===== config.mk =====
export PLATFORM = sky130hd
export DESIGN_NAME = axi_burst_master_flat
export DESIGN_NICKNAME = d
export VERILOG_FILES = /design/src/rtl/axi_burst_pkg.sv /design/src/rtl/axi_burst_master_if.sv /design/src/rtl/axi_burst_chk.sv /design/src/rtl/axi_burst_master.sv /design/src/flat_wrapper.sv
export SDC_FILE = /design/constraint.sdc
export NUM_CORES = 1
export LEC_CHECK = 0
export CORE_ASPECT_RATIO = 0.7
export CORE_MARGIN = 4
export CORE_UTILIZATION = 34
export DETAILED_ROUTE_END_ITERATION = 12
export GPL_TIMING_DRIVEN = 0
export PLACE_DENSITY = 0.82
export SYNTH_ARGS = -nofsm -noshare
export SYNTH_HDL_FRONTEND = slang
export SYNTH_SLANG_ARGS = --single-unit

===== constraint.sdc =====
create_clock -name clk_i -period 2.9 [get_ports clk_i]
set_input_delay 0.29 -clock clk_i [delete_from_list [all_inputs] [get_ports clk_i]]
set_output_delay 0.29 -clock clk_i [all_outputs]
set_load 0.02 [all_outputs]

===== src/rtl/axi_burst_pkg.sv =====
// +----------------------------------------------------------------------------+
// | axi_burst_pkg : shared state, AXI field and status encodings               |
// | Revision 1.0                                                               |
// +----------------------------------------------------------------------------+
`default_nettype none

package axi_burst_pkg;

  typedef enum logic [2:0] {
    ST_IDLE = 3'd0,
    ST_CHK  = 3'd1,
    ST_AR   = 3'd2,
    ST_R    = 3'd3,
    ST_AW   = 3'd4,
    ST_W    = 3'd5,
    ST_B    = 3'd6,
    ST_STS  = 3'd7
  } state_e;

  localparam logic [2:0] AXI_SIZE_4B    = 3'b010;
  localparam logic [1:0] AXI_BURST_INCR = 2'b01;

  localparam logic [1:0] STS_OK      = 2'd0;
  localparam logic [1:0] STS_SLVERR  = 2'd1;
  localparam logic [1:0] STS_LASTERR = 2'd2;
  localparam logic [1:0] STS_ILLEGAL = 2'd3;

endpackage

`default_nettype wire


===== src/rtl/axi_burst_master_if.sv =====
// +----------------------------------------------------------------------------+
// | axi_burst_master_if : command/stream/status plus AXI4 master bundle        |
// | Revision 1.0                                                               |
// +----------------------------------------------------------------------------+
`default_nettype none

interface axi_burst_master_if #(
  parameter int ADDR_W = 32
) ();

  logic              cmd_valid;
  logic              cmd_ready;
  logic              cmd_write;
  logic [ADDR_W-1:0] cmd_addr;
  logic [7:0]        cmd_len;

  logic              wr_valid;
  logic              wr_ready;
  logic [31:0]       wr_data;
  logic [3:0]        wr_strb;

  logic              rd_valid;
  logic              rd_ready;
  logic [31:0]       rd_data;
  logic              rd_last;

  logic              sts_valid;
  logic              sts_ready;
  logic              sts_err;
  logic [1:0]        sts_code;

  logic              m_axi_awvalid;
  logic              m_axi_awready;
  logic [ADDR_W-1:0] m_axi_awaddr;
  logic [7:0]        m_axi_awlen;
  logic [2:0]        m_axi_awsize;
  logic [1:0]        m_axi_awburst;

  logic              m_axi_wvalid;
  logic              m_axi_wready;
  logic [31:0]       m_axi_wdata;
  logic [3:0]        m_axi_wstrb;

  logic              m_axi_bvalid;
  logic              m_axi_bready;
  logic [1:0]        m_axi_bresp;

  logic              m_axi_arvalid;
  logic              m_axi_arready;
  logic [ADDR_W-1:0] m_axi_araddr;
  logic [7:0]        m_axi_arlen;
  logic [2:0]        m_axi_arsize;
  logic [1:0]        m_axi_arburst;

  logic              m_axi_rvalid;
  logic              m_axi_rready;
  logic              m_axi_rlast;
  logic [31:0]       m_axi_rdata;
  logic [1:0]        m_axi_rresp;

  modport master (
    input  cmd_valid, cmd_write, cmd_addr, cmd_len,
    output cmd_ready,
    input  wr_valid, wr_data, wr_strb,
    output wr_ready,
    output rd_valid, rd_data, rd_last,
    input  rd_ready,
    output sts_valid, sts_err, sts_code,
    input  sts_ready,
    output m_axi_awvalid, m_axi_awaddr, m_axi_awlen, m_axi_awsize, m_axi_awburst,
    input  m_axi_awready,
    output m_axi_wvalid, m_axi_wdata, m_axi_wstrb,
    input  m_axi_wready,
    input  m_axi_bvalid, m_axi_bresp,
    output m_axi_bready,
    output m_axi_arvalid, m_axi_araddr, m_axi_arlen, m_axi_arsize, m_axi_arburst,
    input  m_axi_arready,
    input  m_axi_rvalid, m_axi_rlast, m_axi_rdata, m_axi_rresp,
    output m_axi_rready
  );

  modport slave (
    output cmd_valid, cmd_write, cmd_addr, cmd_len,
    input  cmd_ready,
    output wr_valid, wr_data, wr_strb,
    input  wr_ready,
    input  rd_valid, rd_data, rd_last,
    output rd_ready,
    input  sts_valid, sts_err, sts_code,
    output sts_ready,
    input  m_axi_awvalid, m_axi_awaddr, m_axi_awlen, m_axi_awsize, m_axi_awburst,
    output m_axi_awready,
    input  m_axi_wvalid, m_axi_wdata, m_axi_wstrb,
    output m_axi_wready,
    output m_axi_bvalid, m_axi_bresp,
    input  m_axi_bready,
    input  m_axi_arvalid, m_axi_araddr, m_axi_arlen, m_axi_arsize, m_axi_arburst,
    output m_axi_arready,
    output m_axi_rvalid, m_axi_rlast, m_axi_rdata, m_axi_rresp,
    input  m_axi_rready
  );

endinterface

`default_nettype wire


===== src/rtl/axi_burst_chk.sv =====
// +----------------------------------------------------------------------------+
// | axi_burst_chk : combinational legality check of a latched burst command    |
// | Revision 1.0                                                               |
// +----------------------------------------------------------------------------+
`default_nettype none

module axi_burst_chk #(
  parameter int MAX_LEN = 15
) (
  input  wire logic [11:0] addr_i,
  input  wire logic [7:0]  len_i,
  output logic             illegal_o
);

  logic [13:0] page_end;

  // Byte offset one past the last beat; 14 bits hold 4095 + 256*4 without overflow.
  assign page_end = {2'b00, addr_i} + {4'b0000, len_i, 2'b00} + 14'd4;

  assign illegal_o = (addr_i[1:0] != 2'b00)
                   || (32'(len_i) > 32'(MAX_LEN))
                   || (page_end > 14'd4096);

endmodule

`default_nettype wire


===== src/rtl/axi_burst_master.sv =====
// +----------------------------------------------------------------------------+
// | axi_burst_master : one command in, one AXI4 INCR burst out, one status back|
// | Revision 1.0                                                               |
// +----------------------------------------------------------------------------+
`default_nettype none

module axi_burst_master
  import axi_burst_pkg::*;
#(
  parameter int ADDR_W  = 32,
  parameter int MAX_LEN = 15
) (
  input  wire logic              clk_i,
  input  wire logic              rst_i,
  axi_burst_master_if.master     bus
);

  state_e            state_q, state_d;
  logic              write_q, write_d;
  logic [ADDR_W-1:0] addr_q,  addr_d;
  logic [7:0]        len_q,   len_d;
  logic [8:0]        beat_q,  beat_d;
  logic [1:0]        code_q,  code_d;
  logic              illegal;
  logic              last_beat;

  axi_burst_chk #(
    .MAX_LEN (MAX_LEN)
  ) u_chk (
    .addr_i    (addr_q[11:0]),
    .len_i     (len_q),
    .illegal_o (illegal)
  );

  assign last_beat = (beat_q == {1'b0, len_q});

  always_ff @(posedge clk_i or posedge rst_i) begin
    if (rst_i) begin
      state_q <= ST_IDLE;
      write_q <= 1'b0;
      addr_q  <= '0;
      len_q   <= '0;
      beat_q  <= '0;
      code_q  <= STS_OK;
    end else begin
      state_q <= state_d;
      write_q <= write_d;
      addr_q  <= addr_d;
      len_q   <= len_d;
      beat_q  <= beat_d;
      code_q  <= code_d;
    end
  end

  always_comb begin
    state_d = state_q;
    write_d = write_q;
    addr_d  = addr_q;
    len_d   = len_q;
    beat_d  = beat_q;
    code_d  = code_q;
    unique case (state_q)
      ST_IDLE: begin
        if (bus.cmd_valid) begin
          write_d = bus.cmd_write;
          addr_d  = bus.cmd_addr;
          len_d   = bus.cmd_len;
          code_d  = STS_OK;
          state_d = ST_CHK;
        end
      end
      ST_CHK: begin
        if (illegal) begin
          code_d  = STS_ILLEGAL;
          state_d = ST_STS;
        end else begin
          state_d = write_q ? ST_AW : ST_AR;
        end
      end
      ST_AR: begin
        if (bus.m_axi_arready) begin
          beat_d  = '0;
          state_d = ST_R;
        end
      end
      ST_R: begin
        if (bus.m_axi_rvalid && bus.rd_ready) begin
          beat_d = beat_q + 9'd1;
          // A slave error outranks a framing error and is never downgraded.
          if (bus.m_axi_rresp != 2'b00) begin
            code_d = STS_SLVERR;
          end else if ((code_q == STS_OK) && (bus.m_axi_rlast != last_beat)) begin
            code_d = STS_LASTERR;
          end
          if (bus.m_axi_rlast) begin
            state_d = ST_STS;
          end
        end
      end
      ST_AW: begin
        if (bus.m_axi_awready) begin
          beat_d  = '0;
          state_d = ST_W;
        end
      end
      ST_W: begin
        if (bus.wr_valid && bus.m_axi_wready) begin
          beat_d = beat_q + 9'd1;
          if (last_beat) begin
            state_d = ST_B;
          end
        end
      end
      ST_B: begin
        if (bus.m_axi_bvalid) begin
          if (bus.m_axi_bresp != 2'b00) begin
            code_d = STS_SLVERR;
          end
          state_d = ST_STS;
        end
      end
      ST_STS: begin
        if (bus.sts_ready) begin
          state_d = ST_IDLE;
        end
      end
      default: state_d = ST_IDLE;
    endcase
  end

  always_comb begin
    bus.cmd_ready     = 1'b0;
    bus.m_axi_arvalid = 1'b0;
    bus.m_axi_rready  = 1'b0;
    bus.rd_valid      = 1'b0;
    bus.m_axi_awvalid = 1'b0;
    bus.m_axi_wvalid  = 1'b0;
    bus.wr_ready      = 1'b0;
    bus.m_axi_bready  = 1'b0;
    bus.sts_valid     = 1'b0;
    bus.sts_err       = 1'b0;
    bus.sts_code      = STS_OK;
    unique case (state_q)
      // Held low while reset is asserted so the port reads idle during reset.
      ST_IDLE: bus.cmd_ready = ~rst_i;
      ST_AR:   bus.m_axi_arvalid = 1'b1;
      ST_R: begin
        bus.m_axi_rready = bus.rd_ready;
        bus.rd_valid     = bus.m_axi_rvalid;
      end
      ST_AW:   bus.m_axi_awvalid = 1'b1;
      ST_W: begin
        bus.m_axi_wvalid = bus.wr_valid;
        bus.wr_ready     = bus.m_axi_wready;
      end
      ST_B:    bus.m_axi_bready = 1'b1;
      ST_STS: begin
        bus.sts_valid = 1'b1;
        bus.sts_err   = (code_q != STS_OK);
        bus.sts_code  = code_q;
      end
      default: ;
    endcase
  end

  assign bus.m_axi_araddr  = addr_q;
  assign bus.m_axi_arlen   = len_q;
  assign bus.m_axi_arsize  = AXI_SIZE_4B;
  assign bus.m_axi_arburst = AXI_BURST_INCR;
  assign bus.m_axi_awaddr  = addr_q;
  assign bus.m_axi_awlen   = len_q;
  assign bus.m_axi_awsize  = AXI_SIZE_4B;
  assign bus.m_axi_awburst = AXI_BURST_INCR;
  assign bus.m_axi_wdata   = bus.wr_data;
  assign bus.m_axi_wstrb   = bus.wr_strb;
  assign bus.rd_data       = bus.m_axi_rdata;
  assign bus.rd_last       = bus.m_axi_rlast;

endmodule

`default_nettype wire


===== src/flat_wrapper.sv =====
// flat-port wrapper written by rule: the top's interface ports become plain ports
module axi_burst_master_flat import axi_burst_pkg::*;
#(
  parameter int ADDR_W  = 32,
  parameter int MAX_LEN = 15
)
  (clk_i, rst_i, bus_cmd_valid, bus_cmd_write, bus_cmd_addr, bus_cmd_len, bus_cmd_ready, bus_wr_valid, bus_wr_data, bus_wr_strb, bus_wr_ready, bus_rd_valid, bus_rd_data, bus_rd_last, bus_rd_ready, bus_sts_valid, bus_sts_err, bus_sts_code, bus_sts_ready, bus_m_axi_awvalid, bus_m_axi_awaddr, bus_m_axi_awlen, bus_m_axi_awsize, bus_m_axi_awburst, bus_m_axi_awready, bus_m_axi_wvalid, bus_m_axi_wdata, bus_m_axi_wstrb, bus_m_axi_wready, bus_m_axi_bvalid, bus_m_axi_bresp, bus_m_axi_bready, bus_m_axi_arvalid, bus_m_axi_araddr, bus_m_axi_arlen, bus_m_axi_arsize, bus_m_axi_arburst, bus_m_axi_arready, bus_m_axi_rvalid, bus_m_axi_rlast, bus_m_axi_rdata, bus_m_axi_rresp, bus_m_axi_rready);
  axi_burst_master_if #(.ADDR_W(ADDR_W)) bus_i ();
  input  wire logic clk_i;
  input  wire logic rst_i;
  input wire logic [$bits(bus_i.cmd_valid)-1:0] bus_cmd_valid;
  input wire logic [$bits(bus_i.cmd_write)-1:0] bus_cmd_write;
  input wire logic [$bits(bus_i.cmd_addr)-1:0] bus_cmd_addr;
  input wire logic [$bits(bus_i.cmd_len)-1:0] bus_cmd_len;
  output wire logic [$bits(bus_i.cmd_ready)-1:0] bus_cmd_ready;
  input wire logic [$bits(bus_i.wr_valid)-1:0] bus_wr_valid;
  input wire logic [$bits(bus_i.wr_data)-1:0] bus_wr_data;
  input wire logic [$bits(bus_i.wr_strb)-1:0] bus_wr_strb;
  output wire logic [$bits(bus_i.wr_ready)-1:0] bus_wr_ready;
  output wire logic [$bits(bus_i.rd_valid)-1:0] bus_rd_valid;
  output wire logic [$bits(bus_i.rd_data)-1:0] bus_rd_data;
  output wire logic [$bits(bus_i.rd_last)-1:0] bus_rd_last;
  input wire logic [$bits(bus_i.rd_ready)-1:0] bus_rd_ready;
  output wire logic [$bits(bus_i.sts_valid)-1:0] bus_sts_valid;
  output wire logic [$bits(bus_i.sts_err)-1:0] bus_sts_err;
  output wire logic [$bits(bus_i.sts_code)-1:0] bus_sts_code;
  input wire logic [$bits(bus_i.sts_ready)-1:0] bus_sts_ready;
  output wire logic [$bits(bus_i.m_axi_awvalid)-1:0] bus_m_axi_awvalid;
  output wire logic [$bits(bus_i.m_axi_awaddr)-1:0] bus_m_axi_awaddr;
  output wire logic [$bits(bus_i.m_axi_awlen)-1:0] bus_m_axi_awlen;
  output wire logic [$bits(bus_i.m_axi_awsize)-1:0] bus_m_axi_awsize;
  output wire logic [$bits(bus_i.m_axi_awburst)-1:0] bus_m_axi_awburst;
  input wire logic [$bits(bus_i.m_axi_awready)-1:0] bus_m_axi_awready;
  output wire logic [$bits(bus_i.m_axi_wvalid)-1:0] bus_m_axi_wvalid;
  output wire logic [$bits(bus_i.m_axi_wdata)-1:0] bus_m_axi_wdata;
  output wire logic [$bits(bus_i.m_axi_wstrb)-1:0] bus_m_axi_wstrb;
  input wire logic [$bits(bus_i.m_axi_wready)-1:0] bus_m_axi_wready;
  input wire logic [$bits(bus_i.m_axi_bvalid)-1:0] bus_m_axi_bvalid;
  input wire logic [$bits(bus_i.m_axi_bresp)-1:0] bus_m_axi_bresp;
  output wire logic [$bits(bus_i.m_axi_bready)-1:0] bus_m_axi_bready;
  output wire logic [$bits(bus_i.m_axi_arvalid)-1:0] bus_m_axi_arvalid;
  output wire logic [$bits(bus_i.m_axi_araddr)-1:0] bus_m_axi_araddr;
  output wire logic [$bits(bus_i.m_axi_arlen)-1:0] bus_m_axi_arlen;
  output wire logic [$bits(bus_i.m_axi_arsize)-1:0] bus_m_axi_arsize;
  output wire logic [$bits(bus_i.m_axi_arburst)-1:0] bus_m_axi_arburst;
  input wire logic [$bits(bus_i.m_axi_arready)-1:0] bus_m_axi_arready;
  input wire logic [$bits(bus_i.m_axi_rvalid)-1:0] bus_m_axi_rvalid;
  input wire logic [$bits(bus_i.m_axi_rlast)-1:0] bus_m_axi_rlast;
  input wire logic [$bits(bus_i.m_axi_rdata)-1:0] bus_m_axi_rdata;
  input wire logic [$bits(bus_i.m_axi_rresp)-1:0] bus_m_axi_rresp;
  output wire logic [$bits(bus_i.m_axi_rready)-1:0] bus_m_axi_rready;
  assign bus_i.cmd_valid = bus_cmd_valid;
  assign bus_i.cmd_write = bus_cmd_write;
  assign bus_i.cmd_addr = bus_cmd_addr;
  assign bus_i.cmd_len = bus_cmd_len;
  assign bus_cmd_ready = bus_i.cmd_ready;
  assign bus_i.wr_valid = bus_wr_valid;
  assign bus_i.wr_data = bus_wr_data;
  assign bus_i.wr_strb = bus_wr_strb;
  assign bus_wr_ready = bus_i.wr_ready;
  assign bus_rd_valid = bus_i.rd_valid;
  assign bus_rd_data = bus_i.rd_data;
  assign bus_rd_last = bus_i.rd_last;
  assign bus_i.rd_ready = bus_rd_ready;
  assign bus_sts_valid = bus_i.sts_valid;
  assign bus_sts_err = bus_i.sts_err;
  assign bus_sts_code = bus_i.sts_code;
  assign bus_i.sts_ready = bus_sts_ready;
  assign bus_m_axi_awvalid = bus_i.m_axi_awvalid;
  assign bus_m_axi_awaddr = bus_i.m_axi_awaddr;
  assign bus_m_axi_awlen = bus_i.m_axi_awlen;
  assign bus_m_axi_awsize = bus_i.m_axi_awsize;
  assign bus_m_axi_awburst = bus_i.m_axi_awburst;
  assign bus_i.m_axi_awready = bus_m_axi_awready;
  assign bus_m_axi_wvalid = bus_i.m_axi_wvalid;
  assign bus_m_axi_wdata = bus_i.m_axi_wdata;
  assign bus_m_axi_wstrb = bus_i.m_axi_wstrb;
  assign bus_i.m_axi_wready = bus_m_axi_wready;
  assign bus_i.m_axi_bvalid = bus_m_axi_bvalid;
  assign bus_i.m_axi_bresp = bus_m_axi_bresp;
  assign bus_m_axi_bready = bus_i.m_axi_bready;
  assign bus_m_axi_arvalid = bus_i.m_axi_arvalid;
  assign bus_m_axi_araddr = bus_i.m_axi_araddr;
  assign bus_m_axi_arlen = bus_i.m_axi_arlen;
  assign bus_m_axi_arsize = bus_i.m_axi_arsize;
  assign bus_m_axi_arburst = bus_i.m_axi_arburst;
  assign bus_i.m_axi_arready = bus_m_axi_arready;
  assign bus_i.m_axi_rvalid = bus_m_axi_rvalid;
  assign bus_i.m_axi_rlast = bus_m_axi_rlast;
  assign bus_i.m_axi_rdata = bus_m_axi_rdata;
  assign bus_i.m_axi_rresp = bus_m_axi_rresp;
  assign bus_m_axi_rready = bus_i.m_axi_rready;
  axi_burst_master #(.ADDR_W(ADDR_W), .MAX_LEN(MAX_LEN)) u_core (.clk_i(clk_i), .rst_i(rst_i), .bus(bus_i));
endmodule

# Word level (Yosys, flattened, before mapping)
# Cells that the tools add are included.
[word_totals]
regBits = 55
[classes]
n_mux = 36
n_lt_le_gt_ge = 2
n_addsub = 3
eq_ne = 21
n_bitwise = 1
n_reduce_logical = 17
[op_table]
columns = ["operator", "n"]
rows = [
  ["two-way mux 9 bit", 4],
  ["one-hot mux 9 bit (4 select lines)", 1],
  ["two-way mux 3 bit", 11],
  ["one-hot mux 3 bit (8 select lines)", 1],
  ["two-way mux 2 bit", 8],
  ["adder 14 x 3 -> 14 bit, second input constant", 1],
  ["greater-than comparator 14 x 13 -> 1 bit, second input constant", 1],
  ["adder 12 x 10 -> 13 bit", 1],
  ["== test 3 bit, second input constant", 4],
  ["inequality test 2 bit, second input constant", 6],
  ["two-way mux 1 bit", 10],
  ["inequality test 2 x 1 -> 1 bit, second input constant", 5],
  ["adder 9 x 1 -> 9 bit, second input constant", 1],
  ["== test 9 x 8 -> 1 bit", 1],
  ["AND reduction 9 bit", 1],
  ["greater-than comparator 8 x 4 -> 1 bit, second input constant", 1],
  ["one-hot mux 2 bit (4 select lines)", 1],
  ["nonzero test 2 bit", 4],
  ["nonzero test 4 bit", 2],
  ["AND reduction 7 bit", 1],
  ["== test 3 x 2 -> 1 bit, second input constant", 2],
  ["AND reduction 5 bit", 1],
  ["== test 3 x 1 -> 1 bit, second input constant", 1],
  ["logical AND 1 bit", 3],
  ["7 further kinds", 8],
]

# Longest topological paths before layout
# Gate-level depths: netlist of run 1.
[logic_depth]
word_depth = 7
mapped_depth = 8

# Cells and area by module
# From an unflattened synthesis of run 1, not the netlist that was laid out.
[unflattened]
hier_cells = 415
area_unflattened_um2 = 4112.7
[by_module_without_submodules]
columns = ["module", "cells_each", "area_per_inst_um2", "instances"]
rows = [
  ["axi_burst_master", 353, 3621.0, 1],
  ["axi_burst_chk", 62, 491.7, 1],
]

# Worst setup path before layout of run 1
# No wires, ideal clock.
[synth_timing]
path_type = "flip-flop to flip-flop"
start = "reg u_core.len_q[0] (netlist: u_core.bus.m_axi_arlen[0])"
end = "reg u_core.state_q[0]"
setup_ps = 121
setup_slack_ps = 563
arrival_time_ps = 2215
n_path_buf = 0
path_stages_with_launch = 9
period_less_slack_ps = 2337
required_time_ps = 2779
path_cell_list = "dfrtp_1 -> ha_1 -> fa_1 -> a21o_1 -> a21o_1 -> a2111oi_4 -> o31ai_2 -> nor2b_1 -> o22a_1"
[synth_via]
elab_chain_len = 6
[synth_lines]
columns = ["item", "line_no", "rtl"]
rows = [
  ["start: declaration", "axi_burst_master.sv:21", "logic [7:0] len_q, len_d;"],
  ["start signal: assignment", "axi_burst_master.sv:49", "len_q <= len_d;"],
  ["adder 12 x 10 -> 13 bit", "axi_burst_chk.sv:18", "assign page_end = {2'b00, addr_i} + {4'b0000, len_i, 2'b00} + 14'd4;"],
  ["adder 14 x 3 -> 14 bit", "axi_burst_chk.sv:18", ""],
  ["greater-than comparator 14 x 13 -> 1 bit", "axi_burst_chk.sv:22", "|| (page_end > 14'd4096);"],
  ["logical OR 1 bit", "axi_burst_chk.sv:22", ""],
  ["two-way mux 3 bit", "axi_burst_master.sv:73", "if (illegal) begin"],
  ["one-hot mux 3 bit (8 select lines)", "axi_burst_master.sv:62", "unique case (state_q)"],
  ["end signal: assignment", "axi_burst_master.sv:46", "state_q <= state_d;"],
  ["end: declaration", "axi_burst_master.sv:18", "state_e state_q, state_d;"],
]
# Parallel ways exist; a longest one is shown, timed or not.
# A chain may end at the register's enable or synchronous reset.

# Worst setup path after layout of run 1
[layout_timing]
start = "reg u_core.state_q[0]"
end = "out bus_sts_err"
[layout_via]
elab_chain_len = 2
[layout_lines]
columns = ["item", "line_no", "rtl"]
rows = [
  ["== test 3 bit", "axi_burst_master.sv:143", "unique case (state_q)"],
  ["two-way mux 1 bit", "axi_burst_master.sv:143", ""],
  ["end: declaration", "flat_wrapper.sv:25", "output wire logic [$bits(bus_i.sts_err)-1:0] bus_sts_err;"],
]
# No other way between the ends.

==> flow_metrics.env, run 1 <==
export IMPL_outcome="finished, final reports clean"
export IMPL_core_area_sq_mm=0.0106
export IMPL_gr_total_overflow=0
export IMPL_synth_warnings=0
export IMPL_clock_skew_ns=0.00637
export IMPL_relSlewSlack_pct=60.3
export IMPL_postRouteAntennaNets=0
export IMPL_critical_path_arrival_ns=2.29
export IMPL_cp_max_fo=10
export IMPL_peakVddDrop_uv=677
export IMPL_antenna_cells=0
export IMPL_avgSynthCellArea_sq_um=10.1
export IMPL_gp_congestion=0.835
export IMPL_layout_common_cells="217 x clkdlybuf4s50_1, 120 x buf_4, 55 x dfrtp_1"
export IMPL_startpoint="u_core.state_q[0]"
export IMPL_dieArea_sq_mm=0.0128
export IMPL_fin_tns_setup_ns=0
export IMPL_cts_tree="yes"
export IMPL_rsz0062_at_grt="false"
export IMPL_clock_path_buffers=2
export IMPL_rows=31
export IMPL_timing_rr_start="u_core.bus.m_axi_arlen[0]"
export IMPL_grt_pass1_wl_mm=17.9
export IMPL_drv_slew=0
export IMPL_power_leakage_nw=2.82
export IMPL_use_met3_pct=4.91
export IMPL_yosysTopAreaCellShare_pct=36.6
export IMPL_start_util_pct=35.6
export IMPL_netlist_instances=372
export IMPL_cts_hold_buf=0
export IMPL_vias_per_cell=4.49
export IMPL_ys_types=48
export IMPL_hold_violations=0
export IMPL_path_clk_slew_ns=0.07
export IMPL_numCtsBuffers=5
export IMPL_clk_latency_ns=0.29
export IMPL_worst_pin_slew_ns=0.592
export IMPL_p_total_mw=5.76
export IMPL_synth_edf_count=0
export IMPL_hold_ws_ns=0.388
export IMPL_dr_pass1_iters=4
export IMPL_grt_pass1_vias=3587
export IMPL_postCtsSetupBuffers=0
export IMPL_period_share_pct=89.0
export IMPL_port_buffers=217
export IMPL_io_pins=296
export IMPL_mostFrequentLayoutCell="clkdlybuf4s50_1"
export IMPL_routed_wl_mm=11.7
export IMPL_grt_busiest_layer="met2"
export IMPL_synthTopCellsByArea="dfrtp_1 37%, buf_4 24%, mux2_2 11%"
export IMPL_cp_required_ns=2.61
export IMPL_ys_ff_latch=55
export IMPL_critPathLaunchType="flop"
export IMPL_maxCapViolations=0
export IMPL_drt_iter0_markers=132
export IMPL_die_h_microns=96.0
export IMPL_cts_htree_levels=2
export IMPL_hold_path_class="in2async"
export IMPL_dieWidth_microns=134
export IMPL_layout_nets=739
export IMPL_dp_cells=746
export IMPL_synth_ff_type="dfrtp_1"
export IMPL_fin_crit_ns=2.58
export IMPL_final_cells=753
export IMPL_synthesis_area_sq_mm=0.00376
export IMPL_syn2layout_area_growth_pct=67.7
export IMPL_max_freq_mhz=387
export IMPL_antenna_found_initial=0
export IMPL_cts_root_buf="clkbuf_16"
export IMPL_synth_area_leader_cell="dfrtp_1"
export IMPL_power_density_mw_per_mm2=912
export IMPL_ys_async_sr_fraction_pct=100
export IMPL_end_kind="output port"
export IMPL_num_vias=3382
export IMPL_grtUsageMet1_pct=20.2
export IMPL_grt_usage_pct=17.1
export IMPL_wl_per_cell_microns=15.6
export IMPL_crit_type="reg2out"
export IMPL_grt_max_degree=33
export IMPL_place_hpwl_mm=9.81
export IMPL_cts_sinks=55
export IMPL_synth_seq_area_share_pct=36.6
export IMPL_cts_resized=0
export IMPL_grt_use_met2_pct=31.4
export IMPL_setup_viol=0
export IMPL_drc=0
export IMPL_drive_above_1_share_pct=30.1
## layout make-up
| cell class | count | area (sq um) |
|---|---|---|
| Fill cell | 875 | 4280 |
| Timing Repair Buffer | 218 | 2190 |
| Multi-Input combinational cell | 191 | 1460 |
| Sequential cell | 55 | 1380 |
| Buffer | 131 | 952 |
| Tap cell | 148 | 185 |
| Clock buffer | 5 | 125 |
| Clock inverter | 2 | 16.3 |
| Inverter | 3 | 11.3 |
## synthesized netlist by cell type (3+ instances only)
cell and n:
buf_4 120, nor3_1 5, inv_1 3, nand2b_1 4, dfrtp_1 55, xor2_1 8, o21ai_0 12, nor2b_1 5
mux2i_1 3, and2_1 3, clkbuf_1 3, buf_2 8, mux2_2 38, nor2_1 15, nor3b_1 6, a31oi_1 3
a21o_1 3, a21oi_1 7, and3_1 4, nand3_1 8, nand2_1 14, ha_1 8, mux2_1 3, o31ai_1 4
## worst paths after layout
| path | end | slack (ns) | depth (start not counted) |
|---|---|---|---|
| setup / recovery | bus_sts_err | 0.32 | 6 |
| hold / removal | u_core.bus.m_axi_araddr[10] | 0.39 | 2 |
| setup reg to reg | u_core.state_q[0] | 0.47 | 8 |
| hold reg to reg | u_core.bus.m_axi_araddr[12] | 0.55 | 1 |
| max in group asynchronous | u_core.code_q[1] | 1.96 | 3 |
| min in group clk_i | u_core.bus.m_axi_araddr[12] | 0.55 | 1 |
## report_power, final
part / internal, mW / total (mW) / switching [mW]
logic: 1.97 / 3.66 / 1.69
clock network: 0.319 / 0.590 / 0.271
registers: 1.09 / 1.50 / 0.411
## logic make-up after synthesis
kind of cell	synth area share [%]
buffers and inverters	25.6
and+or+nand+nor	11.4
DFF	36.6
AOI/OAI and AO/OA	8.14
muxes	13.1
adders and majority gates	3.19
xor gates and xnor gates	1.86
other	0.199
## state kept, by name (all words and copies together), names as in the netlist
name,count
u_core.bus.m_axi_araddr,32
u_core.state_q,3
u_core.code_q,2
u_core.beat_q,9
u_core.bus.m_axi_arlen,8
u_core.write_q,1
## per-stage QoR
step | util [%] | cell area [sq um] | worst slack (ns)
CTS | 59.6 | 6310 | 0.315
global route | 59.6 | 6310 | 0.260
finish | 59.6 | 6310 | 0.319
global placement | 58.1 | 6150 | 0.184
detailed placement | 58.3 | 6170 | 0.483
floorplan | - | 3790 | 0.563
## critical path: stages, from the launching register on
cell and delay (ns):
dfrtp_1 0.41, buf_4 0.19, buf_2 0.19, and3_1 0.21, and2_1 0.19, or2_2 0.29, clkdlybuf4s50_1 0.54
## routing by layer
metal,part of all wire (%),vias to the layer above
met5,0,-
met2,54,140
met4,0.77,0
met3,6.8,14
li1,-,1598
met1,38,1630
Note: power is estimated with default switching activity, not from simulation.
==> run 2: changes to the inputs <==
CORE_AREA = 2 2 115 117   (was not set)
CORE_ASPECT_RATIO = not set   (was 0.7)
CORE_MARGIN = not set   (was 4)
CORE_UTILIZATION = not set   (was 34)
DIE_AREA = 0 0 117 119   (was not set)
PLACE_DENSITY = 0.73   (was 0.82)
==> run 2 against run 1 <==
Net effect: clock skew down 0.0031 ns; core utilization fell by 10 points; sequential cell count stayed put; critical endpoint unchanged.
==> flow_metrics.env, run 2 (same netlist as run 1, synthesis figures left out) <==
export IMPL_outcome="finished, final reports clean"
export IMPL_fillerInstances=1166
export IMPL_gr_total_overflow=0
export IMPL_die_h_microns=119
export IMPL_relSlewSlack_pct=58.6
export IMPL_path_buf_inv=3
export IMPL_hold_path_class="in2async"
export IMPL_grt_max_degree=31
export IMPL_io_pins=296
export IMPL_syn2layout_area_growth_pct=68.5
export IMPL_hold_violations=0
export IMPL_start_util_pct=29.2
export IMPL_cts_htree_levels=2
export IMPL_cp_required_ns=2.61
export IMPL_rsz0062_at_grt="false"
export IMPL_slowest_stage="clkdlybuf4s50_1"
export IMPL_cts_tree="yes"
export IMPL_wl_per_cell_microns=13.8
export IMPL_dieWidth_microns=117
export IMPL_postCtsSetupBuffers=0
export IMPL_power_leakage_nw=2.82
export IMPL_cp_depth=6
export IMPL_maxCapViolations=0
export IMPL_drv_slew=0
export IMPL_layout_common_cells="217 x clkdlybuf4s50_1, 120 x buf_4, 55 x dfrtp_1"
export IMPL_path_clk_slew_ns=0.07
export IMPL_dr_pass1_iters=4
export IMPL_drc=0
export IMPL_clk_latency_ns=0.29
export IMPL_layout_nets=739
export IMPL_reg2reg_to="u_core.state_q[0]"
export IMPL_dieArea_sq_mm=0.0139
export IMPL_mostFrequentLayoutCell="clkdlybuf4s50_1"
export IMPL_cts_hold_buf=0
export IMPL_cp_slowest_stage_delay_ns=0.54
export IMPL_r2r_slack_ns=0.43
export IMPL_r2r_cells=8
export IMPL_period_share_pct=88.2
export IMPL_cp_max_fo=10
export IMPL_critPathLaunchType="flop"
export IMPL_critical_path_arrival_ns=2.27
export IMPL_crit_type="reg2out"
export IMPL_grt_pass1_wl_mm=16.2
export IMPL_clock_skew_ns=0.00323
export IMPL_vias_per_cell=4.30
export IMPL_max_freq_mhz=391
export IMPL_critPathTopFamily="buffers and inverters"
export IMPL_largest_reg_flops=32
export IMPL_p_total_mw=5.71
export IMPL_setup_viol=0
export IMPL_hold_ws_ns=0.415
export IMPL_antenna_found_initial=0
export IMPL_worst_pin_slew_ns=0.617
export IMPL_port_buffers=217
export IMPL_cts_resized=0
export IMPL_grt_pass1_vias=3310
export IMPL_core_area_sq_mm=0.0129
export IMPL_drive_above_1_share_pct=29.9
export IMPL_fin_crit_ns=2.56
export IMPL_routed_wl_mm=10.8
export IMPL_cts_root_buf="clkbuf_16"
export IMPL_gp_congestion=0.848
export IMPL_power_density_mw_per_mm2=901
export IMPL_grt_usage_pct=14.6
export IMPL_timing_rr_start="u_core.bus.m_axi_arlen[0]"
export IMPL_clock_path_buffers=2
export IMPL_fin_tns_setup_ns=0
export IMPL_postRouteAntennaNets=0
export IMPL_peakVddDrop_uv=573
export IMPL_place_hpwl_mm=8.97
export IMPL_crit_chain="buf_4 > buf_2 > and3_1 > and2_1 > or2_2 > clkdlybuf4s50_1"
export IMPL_rows=42
export IMPL_end_kind="output port"
export IMPL_numCtsBuffers=5
export IMPL_drt_iter0_markers=75
export IMPL_cts_sinks=55
export IMPL_antenna_cells=0
export IMPL_num_vias=3363
run 2: changes by cell type in the layout (fill, tap and decap cells not counted):
| cell | previous run | this run |
|---|---|---|
| clkbuf_1 | 3 | 5 |
| clkinv_2 | 0 | 1 |
| clkinvlp_4 | 1 | 0 |
| inv_6 | 1 | 0 |
run 2: through the flow:
step	instances	utilization, %	setup WS [ns]	cell area [sq um]
floorplan	380	-	0.563	3790
global placement	773	48.1	0.140	6190
detailed placement	774	48.2	0.425	6210
CTS	782	49.3	0.336	6340
global route	782	49.3	0.255	6340
finish	782	49.3	0.343	6340
run 2: worst max-delay path by stage:
stage | start | to | slack, ns
2_1_floorplan | u_core.bus.m_axi_arlen[0] | u_core.state_q[0] | 0.56
3_3_place_gp | rst_i | u_core.bus.m_axi_araddr[25] | 0.14
3_5_place_dp | u_core.bus.m_axi_arlen[0] | u_core.state_q[0] | 0.43
4_1_cts | u_core.state_q[0] | bus_sts_err | 0.34
5_1_grt | u_core.state_q[0] | bus_sts_err | 0.26
6_report | u_core.state_q[0] | bus_sts_err | 0.34
run 2: cell type report:
type                    instances  area [sq um]  share of cell area (%)
clock inverters                 1          5.00                  0.0789
plain buffers                 131           952                    15.0
repair buffers                218          2190                    34.5
inverters                       3          11.3                   0.177
well taps                     176           220                    3.47
clock buffers                   7           133                    2.09
flip-flops and latches         55          1380                    21.7
multi-input cells             191          1460                    22.9
run 2: worst register-to-register path: stages, from the launching register on:
cell,delay [ns]
dfrtp_1,0.45
ha_1,0.24
fa_1,0.36
a21o_1,0.18
a21o_1,0.21
a2111oi_4,0.42
o31ai_2,0.17
nor2b_1,0.17
o22a_1,0.17
run 2: layer usage:
metal	GRT usage [%]	up-vias	part of all wire, %
met1	16.2	1571	37
met3	3.92	16	9.3
met5	0	-	0
li1	-	1601	-
met4	4.63	0	2.1
met2	26.7	175	52
run 2: where the power goes:
| part | internal (mW) | switching (mW) | leakage [nW] | total (mW) |
|---|---|---|---|---|
| Combinational | 1.97 | 1.66 | 2.07 | 3.63 |
| Sequential | 1.09 | 0.401 | 0.681 | 1.50 |
| Clock | 0.320 | 0.264 | 0.0679 | 0.584 |
==> run 3: changes to the inputs <==
CELL_PAD_IN_SITES_DETAIL_PLACEMENT = 1   (was not set)
CELL_PAD_IN_SITES_GLOBAL_PLACEMENT = 1   (was not set)
CORE_AREA = not set   (was 2 2 115 117)
CORE_ASPECT_RATIO = 0.7   (was not set)
CORE_UTILIZATION = 23   (was not set)
DIE_AREA = not set   (was 0 0 117 119)
PLACE_DENSITY = not set   (was 0.73)
PLACE_DENSITY_LB_ADDON = 0.1   (was not set)
==> run 3 against run 2 <==
Net effect: die area increased by 21%; cell count increased by 5.5%; clock skew increased by 0.0039 ns; hold slack got worse by 0.019 ns; total power increased by 1.8%; via count decreased by 0.21%; routed wire length increased by 14%; critical path type unchanged; largest power group unchanged; highest routed layer unchanged.
==> flow_metrics.env, run 3 (same netlist as run 1, synthesis figures left out) <==
export IMPL_hold_violations=0
export IMPL_antenna_found_initial=0
export IMPL_vias_per_cell=4.07
export IMPL_cts_sinks=55
export IMPL_fillerInstances=1768
export IMPL_place_hpwl_mm=10.2
export IMPL_drt_iter0_markers=81
export IMPL_cts_hold_buf=0
export IMPL_rows=38
export IMPL_p_total_mw=5.82
export IMPL_dieArea_sq_mm=0.0169
export IMPL_layout_common_cells="217 x clkdlybuf4s50_1, 120 x buf_4, 55 x dfrtp_1"
export IMPL_drc=0
export IMPL_relSlewSlack_pct=55.2
export IMPL_final_cell_area_sq_mm=0.00641
export IMPL_drv_slew=0
export IMPL_peakVddDrop_uv=480
export IMPL_clk_latency_ns=0.29
export IMPL_rsz0062_at_grt="false"
export IMPL_placed_area_sq_mm=0.00626
export IMPL_mostFrequentLayoutCell="clkdlybuf4s50_1"
export IMPL_crit_chain="buf_4 > buf_2 > and3_1 > and2_1 > or2_2 > clkdlybuf4s50_1"
export IMPL_end_kind="output port"
export IMPL_postCtsSetupBuffers=0
export IMPL_setup_viol=0
export IMPL_grt_pass1_wl_mm=18.1
export IMPL_worst_pin_slew_ns=0.668
export IMPL_layout_nets=739
export IMPL_gp_congestion=0.731
export IMPL_outcome="finished, final reports clean"
export IMPL_cts_root_buf="clkbuf_16"
export IMPL_multi_input_area_sq_mm=0.00146
export IMPL_grt_max_degree=35
export IMPL_largest_reg_flops=32
export IMPL_final_util_pct=40.7
export IMPL_cts_tree="yes"
export IMPL_start_util_pct=23.9
export IMPL_wl_per_cell_microns=15.0
export IMPL_io_pins=296
export IMPL_routed_wl_mm=12.4
export IMPL_pre_cts_slack_ns=0.367
export IMPL_cts_resized=0
export IMPL_max_freq_mhz=384
export IMPL_critPathLaunchType="flop"
export IMPL_drive_above_1_share_pct=30.1
export IMPL_dr_pass1_iters=4
export IMPL_power_leakage_nw=2.83
export IMPL_antenna_cells=0
export IMPL_slowest_stage="clkdlybuf4s50_1"
export IMPL_register_area_sq_mm=0.00138
export IMPL_syn2layout_area_growth_pct=70.2
export IMPL_postRouteAntennaNets=0
export IMPL_critical_path_arrival_ns=2.32
export IMPL_port_buffers=217
export IMPL_period_share_pct=89.9
export IMPL_clock_path_buffers=2
export IMPL_core_area_sq_mm=0.0157
export IMPL_setup_slack_ns=0.293
export IMPL_crit_type="reg2out"
export IMPL_num_vias=3356
export IMPL_cp_required_ns=2.61
export IMPL_r2r_slack_ns=0.36
export IMPL_path_clk_slew_ns=0.07
export IMPL_grt_usage_pct=14.0
export IMPL_final_cells=825
export IMPL_clock_skew_ns=0.00714
export IMPL_numCtsBuffers=5
export IMPL_gr_total_overflow=0
export IMPL_hold_path_class="in2async"
export IMPL_grt_pass1_vias=3417
export IMPL_fin_crit_ns=2.61
export IMPL_dieWidth_microns=155
export IMPL_dp_cells=818
export IMPL_cts_htree_levels=2
export IMPL_cp_slowest_stage_delay_ns=0.54
export IMPL_maxCapViolations=0
export IMPL_power_density_mw_per_mm2=908
export IMPL_die_h_microns=109
export IMPL_cp_max_fo=10
## run 3: cell types whose count changed in the layout (fill, tap and decap cells not counted), sizes merged
cell and delta:
clkbuf -1
## run 3: final cells by class
| cell class | instances | share of cell area, % |
|---|---|---|
| Buffer | 131 | 14.9 |
| Multi-Input combinational cell | 191 | 22.7 |
| Inverter | 3 | 0.176 |
| Clock buffer | 6 | 2.17 |
| Tap cell | 220 | 4.30 |
| Sequential cell | 55 | 21.5 |
| Timing Repair Buffer | 218 | 34.2 |
| Clock inverter | 1 | 0.0781 |
## run 3: worst paths after layout
| check | from | end | cells past startpoint |
|---|---|---|---|
| min | rst_i | u_core.bus.m_axi_araddr[10] | 2 |
| max in group asynchronous | rst_i | u_core.bus.m_axi_arlen[0] | 3 |
| min in group clk_i | u_core.bus.m_axi_araddr[20] | u_core.bus.m_axi_araddr[20] | 1 |
| min reg2reg | u_core.bus.m_axi_araddr[20] | u_core.bus.m_axi_araddr[20] | 1 |
| max | u_core.state_q[0] | bus_sts_err | 6 |
| max reg2reg | u_core.bus.m_axi_arlen[0] | u_core.state_q[0] | 8 |
## run 3: worst max-delay path, delay by kind of cell, from the launching register on
family / cells / cell delay, ns
buf+inv: 3 / 0.91
flops: 1 / 0.40
simple gates: 3 / 0.70
## run 3: power by group
group	internal, mW	switching [mW]	total, mW
Sequential	1.09	0.421	1.51
Combinational	1.97	1.72	3.69
Clock	0.338	0.275	0.613
## run 3: metrics by stage
| step | setup TNS, ns | hold slack (ns) |
|---|---|---|
| 2_1_floorplan | 0 | 0.425 |
| 3_3_place_gp | -0.888 | 0.514 |
| 3_5_place_dp | 0 | 0.535 |
| 4_1_cts | 0 | 0.408 |
| 5_1_grt | 0 | 0.434 |
| 6_report | 0 | 0.396 |
## run 3: layer usage
metal / up-vias / global-route usage (%) / wire length [microns] / part of all wire (%)
met5: - / 0 / 0 / 0
met1: 1612 / 16.3 / 5080 / 41
met3: 7 / 4.29 / 975 / 7.9
met2: 136 / 25.1 / 6230 / 50
li1: 1601 / - / - / -
met4: 0 / 3.18 / 91 / 0.74
